`src/rtl/pie_pkg.sv`:
```
// Shared definitions for the Gen2 PIE frame encoder: FSM states and default
// symbol timing in baseband samples.
package pie_pkg;

   typedef enum logic [2:0] {
      ST_IDLE,
      ST_DELIM,
      ST_DATA0,
      ST_RTCAL,
      ST_TRCAL,
      ST_BITS
   } pie_state_t;

   localparam int PIE_PW_SAMPLES    = 2;
   localparam int PIE_DATA0_SAMPLES = 6;
   localparam int PIE_DATA1_SAMPLES = 10;
   localparam int PIE_DELIM_SAMPLES = 3;
   localparam int PIE_TRCAL_SAMPLES = 24;

   // RTcal spans one data-0 plus one data-1 symbol.
   function automatic int rtcal_samples(input int data0, input int data1);
      return data0 + data1;
   endfunction

endpackage

```
`src/rtl/pie_symbol_timer.sv`:
```
// Sample counter for one PIE element: shapes the high/low split and flags the
// last sample of the element so the controller can step.
module pie_symbol_timer
   import pie_pkg::*;
#(
   parameter int CNT_W = 8
) (
   input  logic             clk,
   input  logic             rst,
   input  logic             clear,
   input  logic             adv,
   input  logic [CNT_W-1:0] len,
   input  logic [CNT_W-1:0] pw,
   output logic             high,
   output logic             boundary
);

   logic [CNT_W-1:0] cnt;

   assign boundary = adv & (cnt == (len - CNT_W'(1)));
   assign high     = (cnt < (len - pw));

   always_ff @(posedge clk) begin
      if (rst || clear) begin
         cnt <= '0;
      end else if (adv) begin
         cnt <= boundary ? '0 : cnt + CNT_W'(1);
      end
   end

endmodule

```
`src/rtl/pie_frame_encoder.sv`:
```
// Gen2 reader-to-tag PIE frame encoder: delimiter, preamble or frame-sync, then
// start_len data bits pulled from a ready/valid stream, one sample per out_rdy.
module pie_frame_encoder
   import pie_pkg::*;
#(
   parameter int PW_SAMPLES    = PIE_PW_SAMPLES,
   parameter int DATA0_SAMPLES = PIE_DATA0_SAMPLES,
   parameter int DATA1_SAMPLES = PIE_DATA1_SAMPLES,
   parameter int DELIM_SAMPLES = PIE_DELIM_SAMPLES,
   parameter int TRCAL_SAMPLES = PIE_TRCAL_SAMPLES,
   parameter int CNT_W         = 8,
   parameter int LEN_W         = 8
) (
   input  logic             clk,
   input  logic             rst,
   input  logic             start_valid,
   output logic             start_rdy,
   input  logic             start_preamble,
   input  logic [LEN_W-1:0] start_len,
   input  logic             in_bit,
   input  logic             in_valid,
   output logic             in_rdy,
   output logic             out_pie,
   input  logic             out_rdy,
   output logic             busy,
   output logic             done,
   output logic             underflow
);

   localparam logic [CNT_W-1:0] LEN_PW    = CNT_W'(PW_SAMPLES);
   localparam logic [CNT_W-1:0] LEN_DELIM = CNT_W'(DELIM_SAMPLES);
   localparam logic [CNT_W-1:0] LEN_DATA0 = CNT_W'(DATA0_SAMPLES);
   localparam logic [CNT_W-1:0] LEN_DATA1 = CNT_W'(DATA1_SAMPLES);
   localparam logic [CNT_W-1:0] LEN_RTCAL = CNT_W'(rtcal_samples(DATA0_SAMPLES, DATA1_SAMPLES));
   localparam logic [CNT_W-1:0] LEN_TRCAL = CNT_W'(TRCAL_SAMPLES);

   pie_state_t       state, state_n;
   logic [LEN_W-1:0] remaining;
   logic             preamble_q;
   logic             cur_bit;
   logic             done_q, underflow_q;

   logic [CNT_W-1:0] sym_len;
   logic             sym_high, sym_boundary;
   logic             start_fire;
   logic             do_load, take_bit, finish_done, finish_uf;

   assign start_rdy  = (state == ST_IDLE);
   assign busy       = (state != ST_IDLE);
   assign done       = done_q;
   assign underflow  = underflow_q;
   assign start_fire = start_valid & start_rdy;

   pie_symbol_timer #(
      .CNT_W(CNT_W)
   ) u_timer (
      .clk      (clk),
      .rst      (rst),
      .clear    (state == ST_IDLE),
      .adv      (out_rdy),
      .len      (sym_len),
      .pw       (LEN_PW),
      .high     (sym_high),
      .boundary (sym_boundary)
   );

   always_comb begin
      sym_len = LEN_DATA0;
      out_pie = sym_high;
      case (state)
         ST_IDLE: begin
            sym_len = LEN_DATA0;
            out_pie = 1'b1;
         end
         ST_DELIM: begin
            sym_len = LEN_DELIM;
            out_pie = 1'b0;
         end
         ST_DATA0: sym_len = LEN_DATA0;
         ST_RTCAL: sym_len = LEN_RTCAL;
         ST_TRCAL: sym_len = LEN_TRCAL;
         ST_BITS:  sym_len = cur_bit ? LEN_DATA1 : LEN_DATA0;
         default:  sym_len = LEN_DATA0;
      endcase
   end

   always_comb begin
      state_n     = state;
      do_load     = 1'b0;
      in_rdy      = 1'b0;
      take_bit    = 1'b0;
      finish_done = 1'b0;
      finish_uf   = 1'b0;
      case (state)
         ST_IDLE:  if (start_fire) state_n = ST_DELIM;
         ST_DELIM: if (sym_boundary) state_n = ST_DATA0;
         ST_DATA0: if (sym_boundary) state_n = ST_RTCAL;
         ST_RTCAL: begin
            if (sym_boundary) begin
               if (preamble_q) state_n = ST_TRCAL;
               else            do_load = 1'b1;
            end
         end
         ST_TRCAL: if (sym_boundary) do_load = 1'b1;
         ST_BITS:  if (sym_boundary) do_load = 1'b1;
         default:  state_n = ST_IDLE;
      endcase
      // The next bit is fetched exactly on the last sample of the preceding element.
      if (do_load) begin
         if (remaining != '0) begin
            in_rdy = 1'b1;
            if (in_valid) begin
               take_bit = 1'b1;
               state_n  = ST_BITS;
            end else begin
               finish_uf = 1'b1;
               state_n   = ST_IDLE;
            end
         end else begin
            finish_done = 1'b1;
            state_n     = ST_IDLE;
         end
      end
   end

   always_ff @(posedge clk) begin
      if (rst) begin
         state       <= ST_IDLE;
         remaining   <= '0;
         done_q      <= 1'b0;
         underflow_q <= 1'b0;
      end else begin
         state       <= state_n;
         done_q      <= finish_done;
         underflow_q <= finish_uf;
         if (start_fire) begin
            remaining <= start_len;
         end else if (take_bit) begin
            remaining <= remaining - LEN_W'(1);
         end
      end
   end

   // Frame parameters and the current bit carry no reset; they are always
   // written before the state that consumes them.
   always_ff @(posedge clk) begin
      if (start_fire) preamble_q <= start_preamble;
      if (take_bit)   cur_bit    <= in_bit;
   end

endmodule
```
`config.mk`:
```
export PLATFORM = sky130hd
export DESIGN_NAME = pie_frame_encoder
export DESIGN_NICKNAME = d
export VERILOG_FILES = /design/src/rtl/pie_pkg.sv /design/src/rtl/pie_symbol_timer.sv /design/src/rtl/pie_frame_encoder.sv
export SDC_FILE = /design/constraint.sdc
export NUM_CORES = 1
export LEC_CHECK = 0
export ABC_AREA = 1
export CAP_MARGIN = 20
export CORE_MARGIN = 8
export CORE_UTILIZATION = 55
export CTS_CLUSTER_SIZE = 16
export DETAILED_ROUTE_END_ITERATION = 6
export GPL_ROUTABILITY_DRIVEN = 0
export PLACE_DENSITY = 0.87
export SYNTH_ARGS = -nofsm -noshare
export SYNTH_HDL_FRONTEND = slang
export SYNTH_SLANG_ARGS = --single-unit
```
`constraint.sdc`:
```
create_clock -name clk -period 2.4 [get_ports clk]
set_clock_uncertainty 0.05 [all_clocks]
set_input_delay 0.48 -clock clk [delete_from_list [all_inputs] [get_ports clk]]
set_output_delay 0.48 -clock clk [all_outputs]
set_load 0.005 [all_outputs]
```
# --- Word-level counts from Yosys, hierarchy flattened ---
# Index checks and enable logic that the tools add are counted.
word_totals:
  ff_bits: 23
  input_bits: 15
  output_inout_bits: 6
  word_cells: 63
classes:
  n_addsub: 4
  n_lt_le_gt_ge: 1
  n_eq_ne: 12
  muxes: 26
  bitwise_logic: 4
  reduce_logical: 9
ops:
  columns: ["op", "n"]
  rows:
  - ["two-way mux 3 bit", 8]
  - ["two-way mux 8 bit", 3]
  - ["case mux 5 bit (4 select lines)", 1]
  - ["case mux 3 bit (5 select lines)", 1]
  - ["two-way mux 1 bit", 10]
  - ["inequality test 3 x 2 -> 1 bit, second input constant", 3]
  - ["adder 8 x 1 -> 8 bit, second input constant", 1]
  - ["equality test 8 bit", 1]
  - ["less-than comparator 8 bit", 1]
  - ["nonzero test 8 bit", 1]
  - ["subtractor 8 x 1 -> 8 bit, second input constant", 1]
  - ["equality test 3 x 2 -> 1 bit, second input constant", 2]
  - ["equality test 3 bit, second input constant", 2]
  - ["AND reduction 6 bit", 1]
  - ["subtractor 5 x 1 -> 6 bit, second input constant", 1]
  - ["subtractor 5 x 2 -> 6 bit, second input constant", 1]
  - ["two-way mux 4 bit", 1]
  - ["case mux 1 bit (2 select lines)", 2]
  - ["OR reduction 2 bit", 2]
  - ["equality test 3 x 1 -> 1 bit, second input constant", 1]
  - ["logical NOT 3 bit", 1]
  - ["inequality test 3 x 1 -> 1 bit, second input constant", 1]
  - ["inequality test 3 bit, second input constant", 1]
  - ["nonzero test 3 bit", 1]
  - ["other kinds (6)", 8]

# --- Longest topological paths before layout ---
depth:
  ltp_word: 10
  ltp_mapped: 19

# --- Cells and area by module ---
# From an unflattened synthesis, not the netlist that was laid out.
unflattened:
  hier_cells: 362
  area_unflattened_um2: 2290.9
by_module_without_submodules:
  columns: ["mod", "instances", "cells_per_inst", "area_each_um2", "seq_area_each_um2"]
  rows:
  - ["pie_symbol_timer", 1, 191, 1217.4, 160.2]
  - ["pie_frame_encoder", 1, 171, 1073.5, 320.3]

# --- Worst setup path after synthesis ---
# Ideal clock, no wire load.
synth_path:
  kind: "reg2out"
  start: "reg state[1]"
  end: "out in_rdy"
  arrival_ns: 1.681
  t_required_ns: 1.870
  slack_ns: 0.189
  stages_incl_launch_ff: 14
  cell_sequence: "dfxtp_1 buf_6 inv_2 nand2_1 nor2_2 inv_1 ha_1 nand2_1 nand3_1 nor2_1 nand3_1 a21oi_1 nand4_1 nor2_1"
synth_via:
  elab_chain_len: 8
synth_lines:
  columns: ["element", "line", "rtl"]
  rows:
  - ["start, declared", "pie_frame_encoder.sv:37", "pie_state_t state, state_n;"]
  - ["start signal, assigned", "pie_frame_encoder.sv:133", "state <= state_n;"]
  - ["equality test 3 bit, or another cell as far along", "pie_frame_encoder.sv:70, pie_frame_encoder.sv:94", null]
  - ["case mux 5 bit (4 select lines)", "pie_frame_encoder.sv:70", "case (state)"]
  - ["subtractor 5 x 1 -> 6 bit", "pie_symbol_timer.sv:20", "assign boundary = adv & (cnt == (len - CNT_W'(1)));"]
  - ["equality test 8 bit", "pie_symbol_timer.sv:20", null]
  - ["AND 1 bit", "pie_symbol_timer.sv:20", null]
  - ["two-way mux 1 bit, on equally long branches", "pie_frame_encoder.sv:104, pie_frame_encoder.sv:105, pie_frame_encoder.sv:99", null]
  - ["case mux 1 bit (2 select lines) *", "pie_frame_encoder.sv:94", "case (state)"]
  - ["two-way mux 1 bit *", "pie_frame_encoder.sv:109", "if (do_load) begin"]
  - ["end, declared", "pie_frame_encoder.sv:22", "output logic in_rdy,"]
# Mark *: on every way between the ends. The rest lies on a longest branch, timed or not.

# --- Worst setup path in the final report ---
layout_path:
  start: "reg state[1]"
  end: "reg state[1]"
layout_via:
  elab_chain_len: 9
layout_lines:
  columns: ["element", "line"]
  rows:
  - ["equality test 3 bit, or another cell as far along", "pie_frame_encoder.sv:70, pie_frame_encoder.sv:94"]
  - ["case mux 5 bit (4 select lines)", "pie_frame_encoder.sv:70"]
  - ["subtractor 5 x 1 -> 6 bit", "pie_symbol_timer.sv:20"]
  - ["equality test 8 bit", "pie_symbol_timer.sv:20"]
  - ["AND 1 bit", "pie_symbol_timer.sv:20"]
  - ["two-way mux 1 bit, on equally long branches", "pie_frame_encoder.sv:104, pie_frame_encoder.sv:105, pie_frame_encoder.sv:99"]
  - ["case mux 1 bit (2 select lines)", "pie_frame_encoder.sv:94"]
  - ["inequality test 3 x 2 -> 1 bit (no source line), or another cell as far along", null]
  - ["AND reduction 6 bit (no source line)", null]
# Several ways; a longest one is shown, not always the timed one.
# A chain may end at the register's enable or synchronous reset.

==> impl_metrics.yaml <==
synthesis:
  ys_seq_area_share_pct: 28.9
  yosysWarnings: 0
  async_flop_share_pct: 0
  synth-seq-cells: 23
  netlist_instances: 247
  syn_area_per_cell_um2: 6.72
  ys.flop_type: "dfxtp_1"
  synth.cell_area_mm2: 0.00166
  synth.distinct_cells: 31
  synth_edf_count: 2
run:
  maxCapViolations: 0
clock_network:
  cts_tree: "yes"
  cts_buffers: 3
  insertion_delay_ns: 0.34
  clock_sinks: 23
  hold_buffers: 0
  clockBufferDepth: 2
  h-tree-depth: 1
  clk_pin_slew_ns: 0.15
  cts-root-buf: "clkbuf_4"
setup_path:
  crit_arrival_ns: 2.99
  cp_max_fo: 6
  path_class: "reg -> reg"
  cp.required_ns: 2.64
  end_kind: "flop"
  startpoint_type: "flop"
global_route:
  grtUsageMet1_pct: 25.1
  grt_use_total_pct: 20.2
  use_met2_pct: 32.3
  grt_busiest_layer: "met2"
  grt_pass1_wl_um: 8280
  antenna_found_initial: 0
  grt_use_met3_pct: 5.37
  grt_overflow: 0
  grt_max_degree: 14
  grt_pass1_vias: 1849
timing:
  timing.final.crit_share_pct: 115
  clock.fmax_ghz: 0.364
  fin_ws_ns: -0.350
  finalSetupTns_ns: -1.31
  finalSetupViolations: 13
  finalHoldViolations: 0
  rsz0062_at_grt: "true"
  final_max_slew_viol_count: 0
  period_minus_slack_ns: 2.75
routing:
  antenna_left: 0
  drc_errors: 0
  first_pass_iters: 5
  totalWireLength_um: 5580
  wl_per_cell_um: 15.8
  routed-via-count: 1987
  via_per_inst: 5.63
  drtIter0Drc: 226
finish:
  final_core_util_pct: 82.3
  antenna_cells: 0
  mostFrequentLayoutCell: "nand2_1"
  drive_gt1_share_pct: 30.9
  fin_area_mm2: 0.00243
  fin_nets: 348
  stdcell_count: 353
  final_cell_mix: "53 x nand2_1, 46 x buf_4, 27 x nor2_1"
  syn_to_final_growth_pct: 46.4
die:
  design.core.area_mm2: 0.00295
  initial_core_util_pct: 56.2
  ioPinCount: 21
  die_y_um: 70.9
  dieArea_mm2: 0.00503
  rows: 20
  fp.dieW_um: 70.9
place:
  placed_area_mm2: 0.00208
  dp_hpwl_um: 3240
  io_buffer_count: 20
  dp_cells: 327
power_and_ir_drop:
  leakagePower_nw: 1.11
  powerDensity_mw_per_mm2: 1220
  power_w: 0.00295
  worst_ir_drop_vdd_v: 0.000693
outcome:
  status: "finished with violations"
  failed_checks: "negative setup slack"
hold_path:
  holdCritPathClass: "reg -> reg"
metal layers:
layer,up-vias,wire length [µm]
met5,-,0
met4,0,145
met3,17,535
met2,120,2680
met1,898,2220
li1,952,-
state kept, by name (all words and copies together), names as in the netlist:
| name | cells |
|---|---|
| cur_bit | 1 |
| done | 1 |
| preamble_q | 1 |
| remaining | 8 |
| state | 3 |
| u_timer.cnt | 8 |
| underflow | 1 |
area by class of cell:
class                   count  area [µm²]
repair buffers             70         581
clock inverters             1        5.00
clock buffers               3        22.5
fillers                   189         522
well taps                  33        41.3
inverters                  32         125
multi-input cells         191        1160
flip-flops and latches     23         492
repair_timing:
action / 4_1_cts / 5_1_grt
endpoints found under the setup margin: 12 / 19
resized for setup: 32 / 17
cloned: 0 / 1
pin swaps: 13 / 8
setup buffers: 19 / 2
stage by stage:
| stage | hold slack, ns | setup slack, ns |
|---|---|---|
| 4_1_cts | 0.456 | -0.217 |
| 2_1_floorplan | 0.405 | 0.189 |
| 3_3_place_gp | 0.423 | -0.387 |
| 3_5_place_dp | 0.437 | -0.442 |
| 5_1_grt | 0.469 | -0.537 |
| 6_report | 0.457 | -0.350 |
power breakdown:
group          internal [W]  total (W)  switching (W)
Sequential         0.000492   0.000620       0.000128
Clock             0.0000627   0.000198       0.000136
Combinational      0.000977    0.00214        0.00116
Total               0.00153    0.00295        0.00142
synth_stat cells, types with 2 or more instances:
| cell type | number | area (µm²) |
|---|---|---|
| nand2_2 | 5 | 31.3 |
| nor2_2 | 3 | 18.8 |
| inv_1 | 29 | 109 |
| nor4_1 | 2 | 12.5 |
| xor2_1 | 3 | 26.3 |
| nor2_1 | 28 | 105 |
| edfxtp_1 | 2 | 60.1 |
| o31ai_1 | 2 | 15.0 |
| ha_1 | 12 | 150 |
| a21oi_1 | 16 | 80.1 |
| nor2_4 | 2 | 22.5 |
| nand3_2 | 2 | 20.0 |
| buf_6 | 3 | 33.8 |
| nor3_1 | 8 | 40.0 |
| nand3_1 | 24 | 120 |
| nand4_1 | 3 | 18.8 |
| nand2_1 | 59 | 221 |
| o21ai_0 | 9 | 45.0 |
| inv_2 | 3 | 11.3 |
| dfxtp_1 | 21 | 420 |
kinds of logic after synthesis:
group | after synthesis | synth area share (%)
and+or+nand+nor | 141 | 39.9
buffers and inverters | 36 | 10.1
AOI/OAI and AO/OA | 31 | 10.2
DFF | 23 | 28.9
adders and majority gates | 12 | 9.04
xor gates and xnor gates | 3 | 1.58
other | 1 | 0.226
critical path: stages (launching register included):
cell and delay, ns:
dfxtp_4 0.46, inv_2 0.06, buf_4 0.13, buf_4 0.12, buf_4 0.12, buf_4 0.12
buf_4 0.12, buf_4 0.12, buf_4 0.12, buf_4 0.12, buf_4 0.12, buf_4 0.12
buf_4 0.12, buf_4 0.12, buf_4 0.13, buf_4 0.13, buf_4 0.12, buf_4 0.12
nand2_2 0.06, nand3_2 0.05, nor2_1 0.08
worst paths after layout:
path                              startpoint            to  slack [ns]  cells past startpoint
worst max-delay path                state[1]      state[1]       -0.35                     20
worst min-delay path            remaining[3]  remaining[3]        0.46                      2
worst max register to register      state[1]      state[1]       -0.35                     20
worst min register to register  remaining[3]  remaining[3]        0.46                      2
No activity file was read; power rests on OpenSTA's default activity.
